File: src/rtl/fifo_uart_tx.sv
// Drains a synchronous FIFO one byte at a time and serialises each byte as an 8N1 UART frame.
// Latency: pop 1 cycle after non-empty is seen in IDLE, start bit 2 cycles after the pop, 10*CLKS_PER_BIT+3 cycles per byte.
// Backpressure: new frames start only while tx_en is high in IDLE; a frame already popped always completes.
module fifo_uart_tx #(
    parameter int CLKS_PER_BIT = 16,
    parameter int DATA_W       = 8
) (
    input  logic              clk,
    input  logic              rst,
    input  logic              tx_en,
    input  logic              fifo_empty,
    input  logic [DATA_W-1:0] fifo_data,
    output logic              fifo_re_enb,
    output logic              tx,
    output logic              busy,
    output logic              byte_done
);
    localparam int CNT_W = (CLKS_PER_BIT > 1) ? $clog2(CLKS_PER_BIT) : 1;
    localparam logic [CNT_W-1:0] CNT_LAST = CNT_W'(CLKS_PER_BIT - 1);
    localparam logic [CNT_W-1:0] CNT_PRE  = CNT_W'(CLKS_PER_BIT - 2);
    localparam logic [2:0]       BIT_LAST = 3'(DATA_W - 1);

    typedef enum logic [2:0] {
        S_IDLE,
        S_POP,
        S_LOAD,
        S_START,
        S_DATA,
        S_STOP
    } state_t;

    state_t            state_q, state_d;
    logic [CNT_W-1:0]  cnt_q, cnt_d;
    logic [2:0]        bit_q, bit_d;
    logic [DATA_W-1:0] shift_q, shift_d;
    logic              tx_q, tx_d;
    logic              done_q, done_d;
    logic              baud_end;

    assign baud_end    = (cnt_q == CNT_LAST);
    assign fifo_re_enb = (state_q == S_POP);
    assign busy        = (state_q != S_IDLE);
    assign tx          = tx_q;
    assign byte_done   = done_q;

    // tx_d is the line level for the state being entered, so tx_q never glitches.
    always_comb begin
        state_d = state_q;
        cnt_d   = cnt_q;
        bit_d   = bit_q;
        shift_d = shift_q;
        tx_d    = 1'b1;
        done_d  = 1'b0;
        case (state_q)
            S_IDLE: begin
                if (tx_en && !fifo_empty) begin
                    state_d = S_POP;
                end
            end
            S_POP: begin
                state_d = S_LOAD;
            end
            S_LOAD: begin
                shift_d = fifo_data;
                cnt_d   = '0;
                bit_d   = '0;
                tx_d    = 1'b0;
                state_d = S_START;
            end
            S_START: begin
                tx_d = 1'b0;
                if (baud_end) begin
                    cnt_d   = '0;
                    tx_d    = shift_q[0];
                    state_d = S_DATA;
                end else begin
                    cnt_d = cnt_q + 1'b1;
                end
            end
            S_DATA: begin
                tx_d = shift_q[0];
                if (baud_end) begin
                    cnt_d   = '0;
                    shift_d = shift_q >> 1;
                    if (bit_q == BIT_LAST) begin
                        bit_d   = '0;
                        tx_d    = 1'b1;
                        state_d = S_STOP;
                    end else begin
                        bit_d = bit_q + 3'd1;
                        tx_d  = shift_q[1];
                    end
                end else begin
                    cnt_d = cnt_q + 1'b1;
                end
            end
            S_STOP: begin
                done_d = (cnt_q == CNT_PRE);
                if (baud_end) begin
                    cnt_d   = '0;
                    state_d = S_IDLE;
                end else begin
                    cnt_d = cnt_q + 1'b1;
                end
            end
            default: begin
                state_d = S_IDLE;
            end
        endcase
    end

    always_ff @(posedge clk) begin
        if (!rst) begin
            state_q <= S_IDLE;
            cnt_q   <= '0;
            bit_q   <= '0;
            shift_q <= '0;
            tx_q    <= 1'b1;
            done_q  <= 1'b0;
        end else begin
            state_q <= state_d;
            cnt_q   <= cnt_d;
            bit_q   <= bit_d;
            shift_q <= shift_d;
            tx_q    <= tx_d;
            done_q  <= done_d;
        end
    end
endmodule

File: config.mk
export PLATFORM = sky130hd
export DESIGN_NAME = fifo_uart_tx
export DESIGN_NICKNAME = d
export VERILOG_FILES = /design/src/rtl/fifo_uart_tx.sv
export SDC_FILE = /design/constraint.sdc
export NUM_CORES = 1
export LEC_CHECK = 0
export CORE_AREA = 2 2 48 50
export CTS_CLUSTER_SIZE = 28
export DETAILED_ROUTE_END_ITERATION = 8
export DIE_AREA = 0 0 50 52
export PLACE_DENSITY = 0.74
export RECOVER_POWER = 50
export REMOVE_ABC_BUFFERS = 1
export SLEW_MARGIN = 20
export SYNTH_ARGS = -nofsm -noshare
export SYNTH_HDL_FRONTEND = slang
export SYNTH_SLANG_ARGS = --single-unit
File: constraint.sdc
create_clock -name clk -period 2 [get_ports clk]
set_input_delay 0.5 -clock clk [delete_from_list [all_inputs] [get_ports clk]]
set_output_delay 0.5 -clock clk [all_outputs]
set_load 0.05 [all_outputs]
Yosys cells after proc, flatten, opt, wreduce, memory -nomap -nowiden
Index checks and enable logic that the tools add are counted.

Add/sub/neg operators: 2. Equal/unequal tests: 13. Mux-type cells: 17. Reductions and logical operators: 10.

Operators by type and width (count): $mux W3 (7); $pmux W3 S6 (1); $pmux W8 S2 (1); $ne A2 B2 Y1 const B (5); $eq A3 B3 Y1 const B (3); $eq A4 B4 Y1 const B (2); $mux W8 (1); $pmux W4 S2 (1); $eq A3 B2 Y1 const B (2); $pmux W3 S2 (1); $reduce_and A5 Y1 (1); $add A4 B1 Y4 const B (1); $mux W4 (1); $reduce_and A2 Y1 (2); $reduce_bool A2 Y1 (2); $add A3 B1 Y3 const B (1); $eq A3 B1 Y1 const B (1); $logic_not A3 Y1 (1); $mux W1 (3); $pmux W1 S3 (1); $reduce_bool A3 Y1 (1); $reduce_or A3 Y1 (1); $logic_and A1 B1 Y1 (1); $logic_not A1 Y1 (1).

Register bits after elaboration: 20. Input bits: 12. Output and inout port bits: 4. Logic and storage cells: 48.

Logic depth before layout (Yosys ltp)
Gate-level depths: netlist of run 1.

Depth in word-level cells: 4. Depth in mapped cells: 7. Gate-level depth less buffers: 5.

Worst setup path after synthesis of run 1
Ideal clock, no wire load.

Path kind: register -> output. Start point: reg state_q[0]. End point: out fifo_re_enb. Arrival time: 1.842 ns. Required time: 1.500 ns. Setup slack: -0.342 ns. Stages on the path, launching flop included: 3. Buffers on the path: 1. Cells stage by stage: dfxtp_1 > clkbuf_1 > nor3b_1.

Longest elaborated chain between the ends: 1.

RTL lines: from (decl) (RTL line 32) `state_t state_q, state_d;`; from (signal assigned) (RTL line 121) `state_q <= state_d;`; $eq A3 B1 Y1 (RTL line 41) `assign fifo_re_enb = (state_q == S_POP);`; to (decl) (RTL line 13) `output logic fifo_re_enb,`.

No other way between the ends.

Worst setup path after layout of run 1
Start point: reg tx_q (netlist: tx). End point: out tx.

RTL lines: from (decl) (RTL line 36) `logic tx_q, tx_d;`; from (signal assigned) (RTL line 125) `tx_q <= tx_d;`; to (decl) (RTL line 14) `output logic tx,`.

No word-level cell between the ends.

==> impl_table.tex, run 1 <==
\begin{tabular}{lr}
\hline
Metric & Value \\
\hline
\multicolumn{2}{l}{\textbf{Setup path}} \\
Buffer and inverter count on the worst path & 1 \\
Class of the most critical setup path & reg -> out \\
Worst Reg-to-Reg Cells & 5 \\
Max stage delay cell, worst path & clkdlybuf4s50\_1 \\
Number of logic stages on the critical path including buffering & 1 \\
Required arrival time at the worst endpoint & 1500 ps \\
Cell-by-cell trace of the critical path & clkdlybuf4s50\_1 \\
Critical Path Sink & tx \\
Flop2flop setup slack & 290 ps \\
Critical path launch point & tx \\
Delay-heaviest family, CP & buffers and inverters \\
Source of the worst register-to-register timing path & cnt\_q[0] \\
Critical path arrival & 1410 ps \\
Critical-path maximum fanout & 1 \\
Delay of the slowest cell on the worst path & just under 800 ps \\
Endpoint of the most critical register-to-register path & shift\_q[1] \\
Startpoint class of the critical path & flip-flop \\
CP Capture Type & output pin \\
\multicolumn{2}{l}{\textbf{Clock tree}} \\
Clock root buffer & clkbuf\_4 \\
Number of gates resized after CTS & 1 \\
CTS Buffer Depth & 2 \\
Number of buffers added by the clock tree synthesis step & 3 \\
TritonCTS clock tree & built \\
Number of levels in the clock H-tree & 1 \\
Clock latency reported for the late side of the worst-skew pair & around 300 ps \\
Clock-pin slew on the worst setup and hold paths & 120 ps \\
Post CTS Setup Buffer Count & 0 \\
Sinks on Clock Net & 20 \\
Hold-fix buffer count after cts & 0 \\
\multicolumn{2}{l}{\textbf{Timing}} \\
RSZ-0062 raised after global routing & no \\
Final count of pins violating max slew & 0 \\
Final critical-path required period & around 1900 ps \\
Setup Viol. Count Final & 0 \\
Hold violation total from the final report & 0 \\
Worst rel slew slack & 0.533 \\
Min setup slack post-route & 85.4 ps \\
Final period utilization & 0.957 \\
Pin slew with the least headroom to its limit & 696 ps \\
Maximum clock frequency & 522 MHz \\
Largest clock skew in the final design & about 3.4 ps \\
\multicolumn{2}{l}{\textbf{Place}} \\
Hpwl dp & roughly 1400 um \\
Final weighted congestion of routability-driven global placement & between 0.7 and 0.8 \\
Port Buffers & 15 \\
Setup Slack @ Placement & 305 ps \\
\multicolumn{2}{l}{\textbf{Routing}} \\
Via density & 5.48 \\
Drt drc & 0 \\
Metal2 WL & roughly 920 um \\
Count of nets left with antenna violations after detail routing & 0 \\
Total Wirelength & about 2000 um \\
Total number of vias & 876 \\
Routed length per placed instance & about 12 um \\
Uppermost signal routing layer after detailed routing & met4 \\
Met3 layer wire length in the routed design & about 69 um \\
Pre-Repair DR Iteration Count & 4 \\
Number of DRC markers after the initial detailed-route iteration & 6 \\
Length of routed wiring on met1 & around 960 um \\
\multicolumn{2}{l}{\textbf{Hold path}} \\
Hold Path Class & reg -> reg \\
\multicolumn{2}{l}{\textbf{Logic synthesis}} \\
EDFF count, synth & 0 \\
Avg Cell Area, Syn & roughly 8.6 sq um \\
Gate count of the mapped netlist & 119 \\
Post-synthesis sequential element count & 20 \\
Share of the yosys chip area belonging to registers & 0.390 \\
Top flip-flop cell by instance count after synthesis & dfxtp\_1 \\
Total number of yosys warnings & 0 \\
Fraction of registers with async set or reset after synthesis & 0 \\
Area of the mapped netlist & 0.00103 sq mm \\
Number of distinct library cells after synthesis & 34 \\
\multicolumn{2}{l}{\textbf{Finish}} \\
Fillers & 195 \\
Final core utilization & 0.583 \\
Most common cell after layout, fill and taps aside & dfxtp\_1 \\
Area growth from synthesis to layout & 19.6\% \\
Leading cell types in the layout, fill and taps excluded & dfxtp\_1, o21ai\_0, clkdlybuf4s50\_1, a21oi\_1, nand2\_1 \\
Number of diodes added for antenna fixing & 0 \\
Final-stage net count & 149 \\
Share of layout cells above drive strength 1 & 0.0909 \\
\multicolumn{2}{l}{\textbf{Floorplan}} \\
Top-Level Pins & 16 \\
Die Footprint & 0.00260 sq mm \\
Overall die width & approximately 50 um \\
Number of standard-cell rows in the floorplan & 17 \\
Initial core utilization & 0.487 \\
Core ar. & about 0.0021 sq mm \\
Die Ht & 52 um \\
\multicolumn{2}{l}{\textbf{Flow run}} \\
Max-capacitance violation count & 0 \\
\multicolumn{2}{l}{\textbf{GRT}} \\
Tot GR Track Use & 0.169 \\
Largest net degree at the start of global routing & 22 \\
Leftover overflow at the end of global routing & 0 \\
Wire length of the first global-routing pass & 3390 um \\
Initial antenna violation count & 0 \\
Via count of the first global-routing pass & 805 \\
\multicolumn{2}{l}{\textbf{Pwr}} \\
Worst IR drop on VDD & between 0.4 and 0.5 mV \\
Leakage power & about 0.44 nW \\
Power density of the placed cells & about 700 mW/mm\^{}2 \\
\multicolumn{2}{l}{\textbf{Status}} \\
Result of the run & complete, no violations \\
\hline
\end{tabular}
Yosys cell counts (2+ instances only):
cell | instances | area share
a21oi_1 | 11 | 0.054
nor2_1 | 7 | 0.026
inv_1 | 3 | 0.011
or3_1 | 2 | 0.012
clkbuf_1 | 3 | 0.011
ha_1 | 4 | 0.049
o21ai_0 | 14 | 0.068
nand3_1 | 4 | 0.020
and2b_4 | 2 | 0.020
buf_2 | 3 | 0.015
buf_4 | 2 | 0.015
and3_1 | 2 | 0.012
nand4b_1 | 2 | 0.017
o21ai_1 | 2 | 0.0098
dfxtp_1 | 20 | 0.39
nand4_1 | 3 | 0.018
mux2i_1 | 8 | 0.078
nand2_1 | 11 | 0.040
metrics by stage:
step | TNS [ps] | hold WS, ps | power (W) | instances | cell area (sq um)
global placement | 0 | 451 | 0.000621 | 156 | 1200
CTS | 0 | 476 | 0.000862 | 160 | 1240
detailed placement | 0 | 463 | 0.000626 | 156 | 1200
global route | 0 | 500 | 0.000884 | 160 | 1230
floorplan | -221 | 436 | 0.000544 | 110 | 973
finish | 0 | 474 | 0.000852 | 160 | 1230
flip-flops by register name, indices dropped and copies added (netlist names):
signal and count:
shift_q 8, cnt_q 4, bit_q 3, state_q 3, byte_done 1, tx 1
logic make-up (layout without fill, tap and decap cells):
group | after synthesis | count (layout) | synth area share
compound gates | 34 | 34 | 0.195
xor+xnor | 1 | 1 | 0.00854
fa+ha+maj | 4 | 4 | 0.0488
buf+inv | 12 | 25 | 0.0622
flops | 20 | 20 | 0.390
mux | 8 | 8 | 0.0781
simple gates | 40 | 40 | 0.217
where the power goes:
part | internal [W] | total [W] | switching (W)
clock network | 0.000111 | 0.000238 | 0.000127
registers | 0.000423 | 0.000446 | 0.0000227
logic | 0.0000809 | 0.000167 | 0.0000864
per-layer routing:
layer	global-route usage	vias up
li1	-	452
met3	0.0287	4
met4	0.0741	0
met5	0	-
met2	0.296	21
met1	0.204	399
worst min-delay path by stage:
| stage | from | end | slack [ps] | cells after the start |
|---|---|---|---|---|
| after floorplan | shift_q[7] | shift_q[7] | 440 | 2 |
| after global placement | shift_q[7] | shift_q[7] | 450 | 2 |
| after detailed placement | shift_q[7] | shift_q[7] | 460 | 2 |
| after CTS | shift_q[7] | shift_q[7] | 480 | 2 |
| after global routing | bit_q[2] | bit_q[2] | 500 | 2 |
| final | shift_q[7] | shift_q[7] | 470 | 2 |
final cells by class:
| cell class | count | area [sq um] | area share |
|---|---|---|---|
| clock buffer | 4 | 36.3 | 0.0296 |
| sequential | 20 | 402 | 0.327 |
| inverter | 3 | 11.3 | 0.00917 |
| timing repair buffer | 18 | 185 | 0.151 |
| tap | 28 | 35.0 | 0.0285 |
| multi-input combinational | 87 | 558 | 0.455 |
Note: power is estimated with default switching activity, not from simulation.
==> inputs of run 2 (changes only) <==
==> config.mk (replaced) <==
export PLATFORM = sky130hd
export DESIGN_NAME = fifo_uart_tx
export DESIGN_NICKNAME = d
export VERILOG_FILES = /design/src/rtl/fifo_uart_tx.sv
export SDC_FILE = /design/constraint.sdc
export NUM_CORES = 1
export LEC_CHECK = 0
export CORE_AREA = 5 5 51 53
export CTS_CLUSTER_SIZE = 28
export DETAILED_ROUTE_END_ITERATION = 8
export DIE_AREA = 0 0 56 58
export PLACE_DENSITY = 0.74
export RECOVER_POWER = 50
export REMOVE_ABC_BUFFERS = 1
export SLEW_MARGIN = 15
export SYNTH_ARGS = -nofsm -noshare
export SYNTH_HDL_FRONTEND = slang
export SYNTH_SLANG_ARGS = --single-unit
==> run 2 against run 1 <==
- setup slack improved by 3.3 ps
- hold slack got worse by 4.8 ps
- sequential share of layout area grew 0.13 points
- cell count did not move
- via count rose by 0.23%
- register-to-register slack worse by 50 ps
- sequential power increased by 0.9%
- fmax grew 0.17%
- highest routed layer unchanged
==> impl_table.tex, run 2 (synthesized netlist as in run 1, its figures left out) <==
\begin{tabular}{lr}
\hline
Metric & Value \\
\hline
\multicolumn{2}{l}{\textbf{Status}} \\
Result of the run & complete, no violations \\
\multicolumn{2}{l}{\textbf{Flow run}} \\
Max-capacitance violation count & 0 \\
\multicolumn{2}{l}{\textbf{Setup path}} \\
Required arrival time at the worst endpoint & $\sim$1500 ps \\
CP Capture Type & output pin \\
Max stage delay cell, worst path & clkdlybuf4s50\_1 \\
Delay-heaviest family, CP & buffers and inverters \\
Buffer and inverter count on the worst path & 1 \\
Worst Reg-to-Reg Cells & 6 \\
Class of the most critical setup path & reg -> out \\
Delay of the slowest cell on the worst path & slightly below 800 ps \\
Critical path arrival & around 1400 ps \\
Startpoint class of the critical path & flip-flop \\
Flop2flop setup slack & 240 ps \\
Endpoint of the most critical register-to-register path & shift\_q[6] \\
Critical-path maximum fanout & 1 \\
Cell-by-cell trace of the critical path & clkdlybuf4s50\_1 \\
Source of the worst register-to-register timing path & cnt\_q[0] \\
\multicolumn{2}{l}{\textbf{Floorplan}} \\
Overall die width & 56 um \\
Core ar. & roughly 0.0021 sq mm \\
Die Footprint & $\sim$0.0032 sq mm \\
Top-Level Pins & 16 \\
Number of standard-cell rows in the floorplan & 17 \\
Die Ht & slightly below 60 um \\
Initial core utilization & 0.487 \\
\multicolumn{2}{l}{\textbf{Clock tree}} \\
Clock-pin slew on the worst setup and hold paths & between 100 and 150 ps \\
Clock latency reported for the late side of the worst-skew pair & $\sim$300 ps \\
Clock root buffer & clkbuf\_4 \\
Hold-fix buffer count after cts & 0 \\
TritonCTS clock tree & built \\
Number of levels in the clock H-tree & 1 \\
Sinks on Clock Net & 20 \\
CTS Buffer Depth & 2 \\
Number of buffers added by the clock tree synthesis step & 3 \\
\multicolumn{2}{l}{\textbf{Place}} \\
Hpwl dp & about 1400 um \\
Number of instances in the placed design & 157 \\
Final weighted congestion of routability-driven global placement & a little over 0.8 \\
Port Buffers & 15 \\
\multicolumn{2}{l}{\textbf{Finish}} \\
Area growth from synthesis to layout & 19.1\% \\
Fillers & 192 \\
Most common cell after layout, fill and taps aside & dfxtp\_1 \\
Leading cell types in the layout, fill and taps excluded & dfxtp\_1, o21ai\_0, clkdlybuf4s50\_1, a21oi\_1, nand2\_1 \\
Share of layout cells above drive strength 1 & 0.0985 \\
Multi-input combinational cell area & about 560 sq um \\
Final-stage net count & 150 \\
Most flops, register & shift\_q \\
Leading registers by flop count & shift\_q: 8 flops, cnt\_q: 4 flops \\
Number of diodes added for antenna fixing & 0 \\
Number of flip-flops under the largest register name & 8 \\
Area of all sequential standard cells & 402 sq um \\
Final instance count without filler cells & between 150 and 200 \\
\multicolumn{2}{l}{\textbf{Routing}} \\
Via density & roughly 5.5 \\
Drt drc & 0 \\
Total number of vias & approximately 900 \\
Number of DRC markers after the initial detailed-route iteration & 15 \\
Pre-Repair DR Iteration Count & 4 \\
Count of nets left with antenna violations after detail routing & 0 \\
Routed length per placed instance & about 12 um \\
Total Wirelength & 1990 um \\
\multicolumn{2}{l}{\textbf{Pwr}} \\
Leakage power & 0.445 nW \\
Gate power share & 0.206 \\
Internal cell power & 0.000576 W \\
Clock share of power & 0.232 \\
Worst IR drop on VDD & roughly 0.36 mV \\
Switch share & 0.281 \\
Sw Pwr & roughly 0.00022 W \\
Sequential cell fraction of total power & 0.562 \\
Final Power & 0.000800 W \\
Power density of the placed cells & approximately 650 mW/mm\^{}2 \\
\multicolumn{2}{l}{\textbf{Timing}} \\
Total negative setup slack & 0 ps \\
Final count of pins violating max slew & 0 \\
Final period utilization & 0.956 \\
Hold WS & between 400 and 500 ps \\
Setup Viol. Count Final & 0 \\
Hold violation total from the final report & 0 \\
Final critical-path required period & $\sim$1900 ps \\
Worst rel slew slack & 0.592 \\
Largest clock skew in the final design & 5.88 ps \\
RSZ-0062 raised after global routing & no \\
Pin slew with the least headroom to its limit & around 610 ps \\
Maximum clock frequency & 523 MHz \\
\multicolumn{2}{l}{\textbf{GRT}} \\
Tot GR Track Use & 0.128 \\
Leftover overflow at the end of global routing & 0 \\
Via count of the first global-routing pass & $\sim$800 \\
Wire length of the first global-routing pass & approximately 3400 um \\
Initial antenna violation count & 0 \\
Largest net degree at the start of global routing & 22 \\
\multicolumn{2}{l}{\textbf{Hold path}} \\
Start point of the worst hold path & bit\_q[1] \\
Hold Path Class & reg -> reg \\
Hold worst-path end & bit\_q[1] \\
Hold path depth & 2 \\
\hline
\end{tabular}
-- run 2: cell types whose count changed in the layout (fill, tap and decap cells not counted), sizes merged --
cell,previous run,this run
buf,3,4
clkbuf,6,5
-- run 2: area by class of cell --
cell class	count	share of cell area
multi-input combinational	87	0.457
sequential	20	0.329
timing repair buffer	19	0.159
tap	28	0.0287
clock buffer	3	0.0184
inverter	3	0.00921
-- run 2: power by group through the flow --
stage	registers (W)	clock network, W	logic, W
detailed placement	0.000458	0	0.000168
global route	0.000454	0.000215	0.000178
CTS	0.000450	0.000193	0.000169
finish	0.000450	0.000186	0.000165
global placement	0.000457	0	0.000163
floorplan	0.000457	0	0.0000875
-- run 2: timing repair --
| action | 4_1_cts | 5_1_grt |
|---|---|---|
| pin swaps | 0 | 0 |
| gates resized for setup | 1 | 1 |
| endpoints found under the setup margin | 1 | 1 |
| setup buffers | 0 | 0 |
-- run 2: routing by layer --
metal / vias to the layer above / part of all wire / track usage
li1: 452 / - / -
met1: 399 / 0.47 / 0.159
met5: - / 0 / 0
met2: 22 / 0.46 / 0.209
met3: 5 / 0.041 / 0.0245
met4: 0 / 0.026 / 0.0746
-- run 2: worst max-delay path by stage --
stage               cells past startpoint           to        from  slack, ps
floorplan                               1  fifo_re_enb  state_q[0]       -220
global placement                        2  fifo_re_enb  state_q[0]        370
detailed placement                      2  fifo_re_enb  state_q[0]        310
CTS                                     1           tx          tx         70
global route                            6   shift_q[6]    cnt_q[0]         30
finish                                  1    byte_done   byte_done         90
-- run 2: metrics by stage --
| stage | setup slack [ps] | cell area, sq um | util |
|---|---|---|---|
| after global routing | 34.1 | 1220 | 0.581 |
| after CTS | 69.6 | 1240 | 0.587 |
| final | 88.7 | 1220 | 0.581 |
| after floorplan | -221 | 973 | - |
| after global placement | 374 | 1210 | 0.574 |
| after detailed placement | 315 | 1210 | 0.574 |
